## config.mk

```make
export PLATFORM = sky130hd
export DESIGN_NAME = systolic_input_feeder
export DESIGN_NICKNAME = d
export VERILOG_FILES = /design/src/rtl/systolic_input_feeder.sv
export SDC_FILE = /design/constraint.sdc
export NUM_CORES = 1
export LEC_CHECK = 0
export CORE_UTILIZATION = 30
export DETAILED_ROUTE_END_ITERATION = 10
export MAX_ROUTING_LAYER = met4
export SLEW_MARGIN = 20
export SYNTH_ARGS = -nofsm -noshare
export SYNTH_HDL_FRONTEND = slang
export SYNTH_SLANG_ARGS = --single-unit
```

## constraint.sdc

```tcl
create_clock -name i_clock -period 3.09 [get_ports i_clock]
set_clock_uncertainty 0.2 [all_clocks]
set_input_delay 0.309 -clock i_clock [delete_from_list [all_inputs] [get_ports i_clock]]
set_output_delay 0.309 -clock i_clock [all_outputs]
set_load 0.05 [all_outputs]
```

## src/rtl/systolic_input_feeder.sv

```systemverilog
// systolic_input_feeder: buffers operand matrices A and B, then streams
// diagonally skewed lane vectors, accumulator clear, valid and size to the
// systolic array.
// Optional feature macro: SYSTOLIC_FEEDER_REPEAT_EN (adds i_repeat; a run
// started with i_repeat=1 returns to READY with the buffers retained).
module systolic_input_feeder #(
  parameter int unsigned SIZE     = 4,
  parameter int unsigned I_BITS   = 8,
  parameter int unsigned CNT_BITS = $clog2(3*SIZE)
) (
  input  logic                   i_clock,
  input  logic                   i_reset,
  input  logic                   i_load_valid,
  output logic                   o_load_ready,
  input  logic [SIZE*I_BITS-1:0] i_load_data,
  input  logic                   i_start,
`ifdef SYSTOLIC_FEEDER_REPEAT_EN
  input  logic                   i_repeat,
`endif
  input  logic [2:0]             i_size,
  output logic [SIZE*I_BITS-1:0] o_a_full,
  output logic [SIZE*I_BITS-1:0] o_b_full,
  output logic                   o_valid,
  output logic                   o_pe_reset,
  output logic [2:0]             o_size,
  output logic                   o_busy,
  output logic                   o_done
);

  localparam int unsigned IDX_W   = (SIZE > 1) ? $clog2(SIZE) : 1;
  localparam int unsigned ROW_W   = $clog2(2*SIZE);
  localparam int unsigned LANES_W = SIZE*I_BITS;

  typedef enum logic [1:0] {S_LOAD, S_READY, S_STREAM} state_t;

  state_t               state;
  logic [ROW_W-1:0]     row_cnt;
  logic [CNT_BITS-1:0]  beat_cnt;
  logic [I_BITS-1:0]    a_buf [SIZE][SIZE];
  logic [I_BITS-1:0]    b_buf [SIZE][SIZE];
`ifdef SYSTOLIC_FEEDER_REPEAT_EN
  logic                 repeat_q;
`endif

  logic                 load_fire_c;
  logic [2:0]           size_clamped_c;
  logic [CNT_BITS-1:0]  beat_last_c;
  logic [LANES_W-1:0]   a_skew_c;
  logic [LANES_W-1:0]   b_skew_c;

  // Handshake, requested-size clamp and final beat index of the current run
  always_comb begin
    load_fire_c    = (state == S_LOAD) && i_load_valid && o_load_ready;
    size_clamped_c = (i_size == 3'd0 || i_size > 3'(SIZE)) ? 3'(SIZE) : i_size;
    beat_last_c    = CNT_BITS'(3*int'(o_size) - 2);
  end

  // Diagonal skew: lane k of A carries row k delayed by k beats; B lane
  // SIZE-1-c carries column c delayed by c beats; inactive lanes are zero
  always_comb begin
    int d;
    d        = 0;
    a_skew_c = '0;
    b_skew_c = '0;
    for (int k = 0; k < SIZE; k++) begin
      d = int'(beat_cnt) - k;
      if (k < int'(o_size) && d >= 0 && d < int'(o_size)) begin
        a_skew_c[k*I_BITS +: I_BITS]          = a_buf[IDX_W'(k)][IDX_W'(d)];
        b_skew_c[(SIZE-1-k)*I_BITS +: I_BITS] = b_buf[IDX_W'(d)][IDX_W'(k)];
      end
    end
  end

  // Operand buffers: first SIZE beats fill A rows, next SIZE beats fill B rows
  always_ff @(posedge i_clock) begin
    if (!i_reset && load_fire_c) begin
      for (int c = 0; c < SIZE; c++) begin
        if (row_cnt < ROW_W'(SIZE))
          a_buf[IDX_W'(row_cnt)][IDX_W'(c)] <= i_load_data[c*I_BITS +: I_BITS];
        else
          b_buf[IDX_W'(row_cnt - ROW_W'(SIZE))][IDX_W'(c)] <= i_load_data[c*I_BITS +: I_BITS];
      end
    end
  end

  // Control FSM with registered outputs
  always_ff @(posedge i_clock) begin
    if (i_reset) begin
      state        <= S_LOAD;
      row_cnt      <= '0;
      beat_cnt     <= '0;
      o_load_ready <= 1'b1;
      o_a_full     <= '0;
      o_b_full     <= '0;
      o_valid      <= 1'b0;
      o_pe_reset   <= 1'b0;
      o_size       <= 3'(SIZE);
      o_busy       <= 1'b0;
      o_done       <= 1'b0;
`ifdef SYSTOLIC_FEEDER_REPEAT_EN
      repeat_q     <= 1'b0;
`endif
    end else begin
      o_pe_reset <= 1'b0;
      o_done     <= 1'b0;
      case (state)
        S_LOAD: begin
          if (load_fire_c) begin
            if (row_cnt == ROW_W'(2*SIZE-1)) begin
              row_cnt      <= '0;
              o_load_ready <= 1'b0;
              state        <= S_READY;
            end else begin
              row_cnt <= row_cnt + ROW_W'(1);
            end
          end
        end
        S_READY: begin
          if (i_start) begin
            o_size     <= size_clamped_c;
            o_pe_reset <= 1'b1;
            o_busy     <= 1'b1;
            beat_cnt   <= '0;
`ifdef SYSTOLIC_FEEDER_REPEAT_EN
            repeat_q   <= i_repeat;
`endif
            state      <= S_STREAM;
          end
        end
        S_STREAM: begin
          if (beat_cnt == beat_last_c) begin
            o_valid  <= 1'b0;
            o_a_full <= '0;
            o_b_full <= '0;
            o_busy   <= 1'b0;
            o_done   <= 1'b1;
`ifdef SYSTOLIC_FEEDER_REPEAT_EN
            if (repeat_q) begin
              state <= S_READY;
            end else begin
              state        <= S_LOAD;
              o_load_ready <= 1'b1;
            end
`else
            state        <= S_LOAD;
            o_load_ready <= 1'b1;
`endif
          end else begin
            o_valid  <= 1'b1;
            o_a_full <= a_skew_c;
            o_b_full <= b_skew_c;
            beat_cnt <= beat_cnt + CNT_BITS'(1);
          end
        end
        default: state <= S_LOAD;
      endcase
    end
  end

endmodule

```

==> results.txt, run 1 <==
- Entering global routing, the biggest net connects 49 pins.
* Area of the die: 0.0260 mm²
* Hold crit path type: flop to flop
- For the worst flop-to-flop path, the logic depth is 7.
- Buffers placed on the I/O ports in this run total 78.
- Number of top-level pins: 111
- Number of nets still failing antenna checks after routing: 0
- Starting Density: 0.310
- In this run the core area contains 57 standard-cell rows.
* Max VDD drop: between 0.4 and 0.5 mV
* First-pass GRT wire length: 26100 µm
- In this design, the stage delay of the slowest critical-path cell is approximately 0.57 ns.
* Tot Pwr: between 5 and 6 mW
- Each instance of the synthesized netlist takes up on average 14.5 µm².
- Total inserted antenna cells: 0
* Commonest cells post-synth: edfxtp_1, dfxtp_1, nand2_1
- Root Buffer Master: clkbuf_16
- Maximum clock path buffer count: 2
- Nets@finish: around 690
* DR vias: ~4.4k
* Worst-Margin Slew: 0.616 ns
- Dividing the detail-routed wire length by the instance count gives approximately 17 µm.
* Worst EP arrival: 2.99 ns
* RR Endpoint: o_a_full[23]
- The critical path is of the flop to flop type.
- CP startpoint kind: flop
- Master of the slowest instance on the critical path: a2111oi_1
* Most numerous cell in the Yosys netlist: edfxtp_1
* Cell type contributing the most total cell area after synthesis: edfxtp_1
* Req. time, crit path: 3.23 ns
* Slack of the critical path: approximately 0.24 ns
* Post-Route Setup TNS: 0 ns
* Worst setup slack after placement: approximately 0.12 ns
- Once layout is complete, the cells apart from fillers number roughly 960.
- The die is about 160 µm wide.
* Share of the yosys chip area belonging to registers: 0.681
* Number of flops mapped to enable cells by yosys: between 100 and 150
- Number of buffers inserted by hold repair at cts: 0
- The flow ran to the end, and the final reports show no timing, DRC or antenna violations.
* Share of cells above drive strength 1: 0.131
- The final layout contains routed wiring with a total length of between 15000 and 20000 µm.
- Antenna violations before repair: 0
* P per Cell Area: between 500 and 600 mW/mm²
- Worst-case register-to-register setup slack: 0.24 ns
* Cell area after synthesis: 0.00762 mm²
* Total setup buffers inserted after CTS: 0
- STA classifies the critical path endpoint as a flop.
* Y dimension of the die: approximately 160 µm
* Setup-violating endpoint count in the final report: 0
- From synthesis to final layout, the design area changed by 23.6%.
* Proportion of synthesized flip-flops having asynchronous set or reset: 0
- The congestion estimate from routability-driven global placement came to 0.722.
* Critical Path Fanout Max: 8
* Top area cells in the synthesized netlist: edfxtp_1, dfxtp_1, mux4_2
- Unrepaired setup endpoints after global routing: no
- Shortest period the worst path allows: ~2.8 ns
- The HPWL after detailed placement is approximately 11000 µm.
* Worst Hold Launch: o_a_full[6]
- Total GRT Usage: 0.138
- H-tree depth: 4
- The tool flagged a number of max-cap violations equal to 0.
- Number of sinks handled by clock tree synthesis: slightly below 200
* Vias in the first global route: about 4.6k
- Met1 global-route usage: 0.177
- DP Cell Count: about 900
- Insertion delay to the later sink of the worst-skew pair: roughly 0.43 ns
- Share of the clock period used by the worst path: 0.921
* Clock tree from TritonCTS: done
- Area fraction of the dominant cell type after synthesis: 0.505
- The filler cells instantiated in the layout total between 2k and 2.5k.
- Total count of max-transition violations in the final report: 0
- Met2 track demand over resource: 0.220
* Highest clock rate: around 350 MHz
* Number of endpoints with negative hold slack in the final report: 0
- The startpoint identified for the worst register-to-register timing path is beat_cnt[2].
- The global routing stage identified its most utilized layer as met2.
- Number of warnings reported in the yosys synthesis log: 0
- Lkg Pwr: 3.12 nW
- For met3 alone, demand over resource in global routing was 0.0295.
* Number of buffers inserted during clock tree synthesis: 17
- Library cells used by synthesis: 51
- After detailed routing, the number of remaining DRC violations is 0.
* Endpoint with the worst hold slack: o_a_full[6]
- First DRT Iteration DRCs: ~260
- After technology mapping, the gate count stands at 524.
- Min Hold Slack: ~0.25 ns
* Final core utilization: 0.383
- Synthesized flop and latch total: approximately 200
- Once placement finished, the instance area stood at a little under 0.009 mm².
* Clock-pin slew on the worst setup and hold paths: around 0.070 ns
* Instance count along the most critical hold path: 2
- The core region is about 0.025 mm².
* Final non-filler cell area: roughly 0.0094 mm²
- Via density: ~4.6
* Count of TritonRoute iterations in the first routing pass: 4
- The worst pin sits at a relative slew slack of 0.589.
* CTS-repair resized insts: 0
- The signal on the critical path passes through inv_1 -> ha_1 -> inv_1 -> ha_1 -> a2111oi_1 -> o2111ai_2 -> o21ai_0.
* Flip-flop cell with the highest count after synthesis: edfxtp_1
- Total grt overflow: 0
[state kept, by name (all words and copies together), names as in the netlist, named ones only]
register	cells
o_busy	1
o_a_full	32
o_b_full	16
o_load_ready	1
a_buf	64
o_pe_reset	1
o_done	1
o_valid	1
beat_cnt	4
o_size	3
state	2
b_buf	64
row_cnt	3
[power by group]
part	internal (mW)	leakage, nW	switching, mW
Clock	1.15	0.284	1.03
Sequential	2.80	1.70	0.00674
Combinational	0.0402	1.14	0.117
Total	3.99	3.12	1.16
[how the worst max path moves through the flow]
stage,startpoint,endpoint,cells past startpoint
2_1_floorplan,o_size[1],flop,7
3_3_place_gp,beat_cnt[2],o_a_full[23],7
3_5_place_dp,beat_cnt[2],o_a_full[23],7
4_1_cts,beat_cnt[2],o_a_full[23],7
5_1_grt,beat_cnt[2],o_a_full[23],7
6_report,beat_cnt[2],o_a_full[23],7
[final cells by class]
class	count	area (µm²)	share of cell area
flip-flops and latches	195	5190	0.551
multi-input cells	291	2230	0.237
repair buffers	98	931	0.0988
clock buffers	18	429	0.0456
well taps	324	405	0.0430
clock inverters	14	165	0.0175
inverters	19	71.3	0.00757
[cells in the final DEF (no fill, tap or decap), drive strengths merged, types with 8 or more instances in the layout]
cell type	count
inv	26
clkbuf	18
mux4	16
and2	9
o21ai	48
edfxtp	128
mux2i	32
ha	25
nor2	12
nand2	54
o31ai	8
a21oi	9
buf	20
dfxtp	67
conb	16
clkdlybuf4s50	78
[layer usage]
metal	wire length, µm	up-vias
met3	743	15
met5	0	-
li1	-	2104
met4	159	0
met1	7760	2184
met2	7850	124
[kinds of logic (layout without fill, tap and decap cells)]
group	after synthesis	in the layout	synth area share
buf+inv	53	149	0.0358
xor+xnor	5	5	0.00575
compound gates	84	84	0.0696
other cells	1	16	0.000492
mux	48	48	0.0893
simple gates	112	112	0.0747
fa+ha+maj	26	26	0.0437
flops	195	195	0.681
[critical path, delay by kind of cell, from the launching register on]
family	cells	cell delay (ns)
AOI/OAI and AO/OA	3	1.29
adders and majority gates	2	0.49
buffers and inverters	2	0.26
DFF	1	0.51
(Power assumes the default switching activity.)
==> run 2: changes to the inputs <==
--- a/config.mk
+++ b/config.mk
@@ -7,6 +7,7 @@
 export LEC_CHECK = 0
 export CORE_UTILIZATION = 30
 export DETAILED_ROUTE_END_ITERATION = 10
+export DONT_BUFFER_PORTS = 1
 export MAX_ROUTING_LAYER = met4
 export SLEW_MARGIN = 20
 export SYNTH_ARGS = -nofsm -noshare
==> results.txt, run 2 (synthesis gave the netlist of run 1 again) <==
* Hold crit path type: primary input to flop (was flop to flop)
* DR vias: 4204 (was 4427)
* Y dimension of the die: 161 µm (unchanged)
- The fraction of layout instances using a drive strength above 1 is 0.138 (was 0.131).
- The global-route wire length before repair came to 25200 µm (was 26100 µm).
- First DRT Iteration DRCs: 179 (was 262)
- The global placer's final weighted congestion is 0.784 (was 0.722).
* Post-Route Setup TNS: 0 ns (unchanged)
* Req. time, crit path: 3.25 ns (was 3.23 ns)
- DRC: 0 (unchanged)
- The final number of hold-violating endpoints came to 0 (unchanged).
- The number of nets still failing antenna checks after routing was 0 (unchanged).
* Top Registers: a_buf (64), b_buf (64), o_a_full (32) (unchanged)
- Critical-path cell list: inv_1 -> ha_1 -> fa_1 -> xor2_1 -> a41oi_2 -> o2111ai_1 -> o21ai_0 (was inv_1 -> ha_1 -> inv_1 -> ha_1 -> a2111oi_1 -> o2111ai_2 -> o21ai_0).
- Detailed-route wire length: 16500 µm (about the same)
- Root Buffer Master: clkbuf_16 (unchanged)
- The initial antenna violation count was 2 (was 0).
- Max VDD drop: 0.377 mV (was 0.415 mV)
- The highest attainable clock frequency is 342 MHz (was 351 MHz).
- The post-route worst hold slack came to 0.0317 ns (was 0.251 ns).
- The family with the most delay on the worst path was compound AO/OA/AOI/OAI gates (unchanged).
* Most frequent standard cell in the layout excluding fill and tap cells: edfxtp_1 (unchanged)
- The total clock buffers created by CTS was 17 (unchanged).
- The area of the die was 0.0260 mm² (unchanged).
* Maximum number of pins on one net before global-route repair: 42 (was 49)
* Number of top-level pins: 111 (unchanged)
- The overall routing resource usage came to 0.137 (was 0.138).
- The die boundary width was 161 µm (unchanged).
- The internal power is 3.90 mW (was 3.99 mW).
* Number of placement rows: 57 (unchanged)
* Relative contribution of the clock network to total power: 0.417 (was 0.425)
- Top library cells by usage in the layout, fill and taps aside: edfxtp_1, dfxtp_1, nand2_1 (was edfxtp_1, clkdlybuf4s50_1, dfxtp_1).
* Combinational cell fraction of total power: 0.029 (was 0.031)
* Status: finished, final reports clean (unchanged)
* Via density: 4.67 (was 4.62)
- Count of TritonRoute iterations in the first routing pass: 5 (was 4)
- The net total in the final layout was 626 (was 687).
* Critical Path Fanout Max: 8 (unchanged)
* Worst-Margin Slew: 0.910 ns (was 0.616 ns)
- Total count of max-transition violations in the final report: 0 (unchanged)
* CP startpoint kind: flop (unchanged)
- Switching power total: 1.16 mW (about the same)
- Growth of design area from synthesis to finish: 15.7% (was 23.6%)
* Unrepaired setup endpoints after global routing: no (unchanged)
* Clock tree from TritonCTS: done (unchanged)
- The sum of buffers and inverters on the critical path was 1 (was 2).
* Switching fraction of total power: 0.229 (was 0.225)
- Worst EP arrival: 3.08 ns (was 2.99 ns)
* Share of the clock period used by the worst path: 0.946 (was 0.921)
* Worst-case register-to-register setup slack: 0.17 ns (was 0.24 ns)
- The half-perimeter wire length after placement is 11100 µm (was 11200 µm).
- Clock-pin slew on the worst setup and hold paths: 0.08 ns (was 0.07 ns)
- Number of sinks handled by clock tree synthesis: 195 (unchanged)
* H-tree depth: 4 (unchanged)
* Vias in the first global route: 4338 (was 4572)
* Setup-violating endpoint count in the final report: 0 (unchanged)
- Average wire per cell in the routed design: 18.3 µm (was 17.2 µm)
* Number of buffers added on ports: 0 (was 78)
* Insertion delay to the later sink of the worst-skew pair: 0.44 ns (was 0.43 ns)
- The count of max-cap constraint violations was 0 (unchanged).
- Placeable core region: 0.0246 mm² (unchanged)
- Kind of capture point of the worst setup path: flop (unchanged)
* Max-Slew Margin vs Limit: 0.393 (was 0.589)
* Tot Pwr: 5.06 mW (was 5.15 mW)
- The number of post-CTS setup repair buffers came to 0 (unchanged).
- The total overflow reported by the global router came to 0 (unchanged).
- The cell at the slowest stage of the critical path is o2111ai_1 (was a2111oi_1).
- Lkg Pwr: 2.91 nW (was 3.12 nW)
- Shortest period the worst path allows: 2.92 ns (was 2.85 ns)
- The peak per-stage delay on the critical path came to 0.53 ns (was 0.57 ns).
- The power density normalized to cell area came to 574 mW/mm² (was 546 mW/mm²).
* Worst setup path category: flop to flop (unchanged)
- The clock tree buffer depth came to 2 (unchanged).
* Share of total power in sequential cells: 0.554 (was 0.544)
* Starting Density: 0.310 (unchanged)
[run 2: cell types whose count changed in the layout (fill, tap and decap cells not counted), sizes merged]
cell | previous run | this run
bufinv | 1 | 0
clkinv | 4 | 7
clkbuf | 18 | 19
clkdlybuf4s50 | 78 | 0
dlygate4sd3 | 0 | 21
inv | 26 | 24
diode | 0 | 2
clkinvlp | 2 | 1
buf | 20 | 16
[run 2: final timing paths]
path / from / end / depth (start not counted)
hold / removal: i_start / beat_cnt[0] / 2
hold reg to reg: row_cnt[1] / row_cnt[1] / 2
setup / recovery: o_size[1] / o_a_full[28] / 7
setup reg to reg: o_size[1] / o_a_full[28] / 7
[run 2: routing by layer]
layer | vias up | global-route usage | routed length [µm]
li1 | 1988 | - | -
met1 | 2089 | 0.162 | 7220
met4 | 0 | 0.0459 | 259
met2 | 108 | 0.219 | 7890
met3 | 19 | 0.0447 | 1130
met5 | - | - | 0
[run 2: repair_timing]
item | CTS | global route
resized for setup | 0 | 2
endpoints found under the hold margin | 163 | 0
setup endpoints to repair | 0 | 9
hold buffers | 21 | 0
[run 2: final cells by class]
class	count	area, µm²
fillers	2327	15800
flip-flops and latches	195	5190
multi-input cells	291	2240
clock buffers	19	433
well taps	324	405
repair buffers	37	330
clock inverters	13	145
inverters	19	71.3
diodes	2	5.00
[run 2: stage by stage]
stage / area (µm²) / util / worst slack [ns] / instances
2_1_floorplan: 7670 / - / 0.137 / 539
5_1_grt: 8810 / 0.358 / 0.00766 / 900
3_3_place_gp: 8010 / 0.325 / 0.201 / 845
6_report: 8810 / 0.358 / 0.167 / 900
4_1_cts: 8800 / 0.357 / 0.0551 / 898
3_5_place_dp: 8010 / 0.325 / 0.0665 / 845
[run 2: power by group through the flow]
| stage | clock, mW | sequential, mW | combinational (mW) |
|---|---|---|---|
| detailed placement | 0 | 2.86 | 0.0913 |
| global placement | 0 | 2.86 | 0.0888 |
| finish | 2.11 | 2.80 | 0.148 |
| CTS | 2.17 | 2.80 | 0.150 |
| global route | 2.26 | 2.80 | 0.159 |
| floorplan | 0 | 2.86 | 0.0944 |
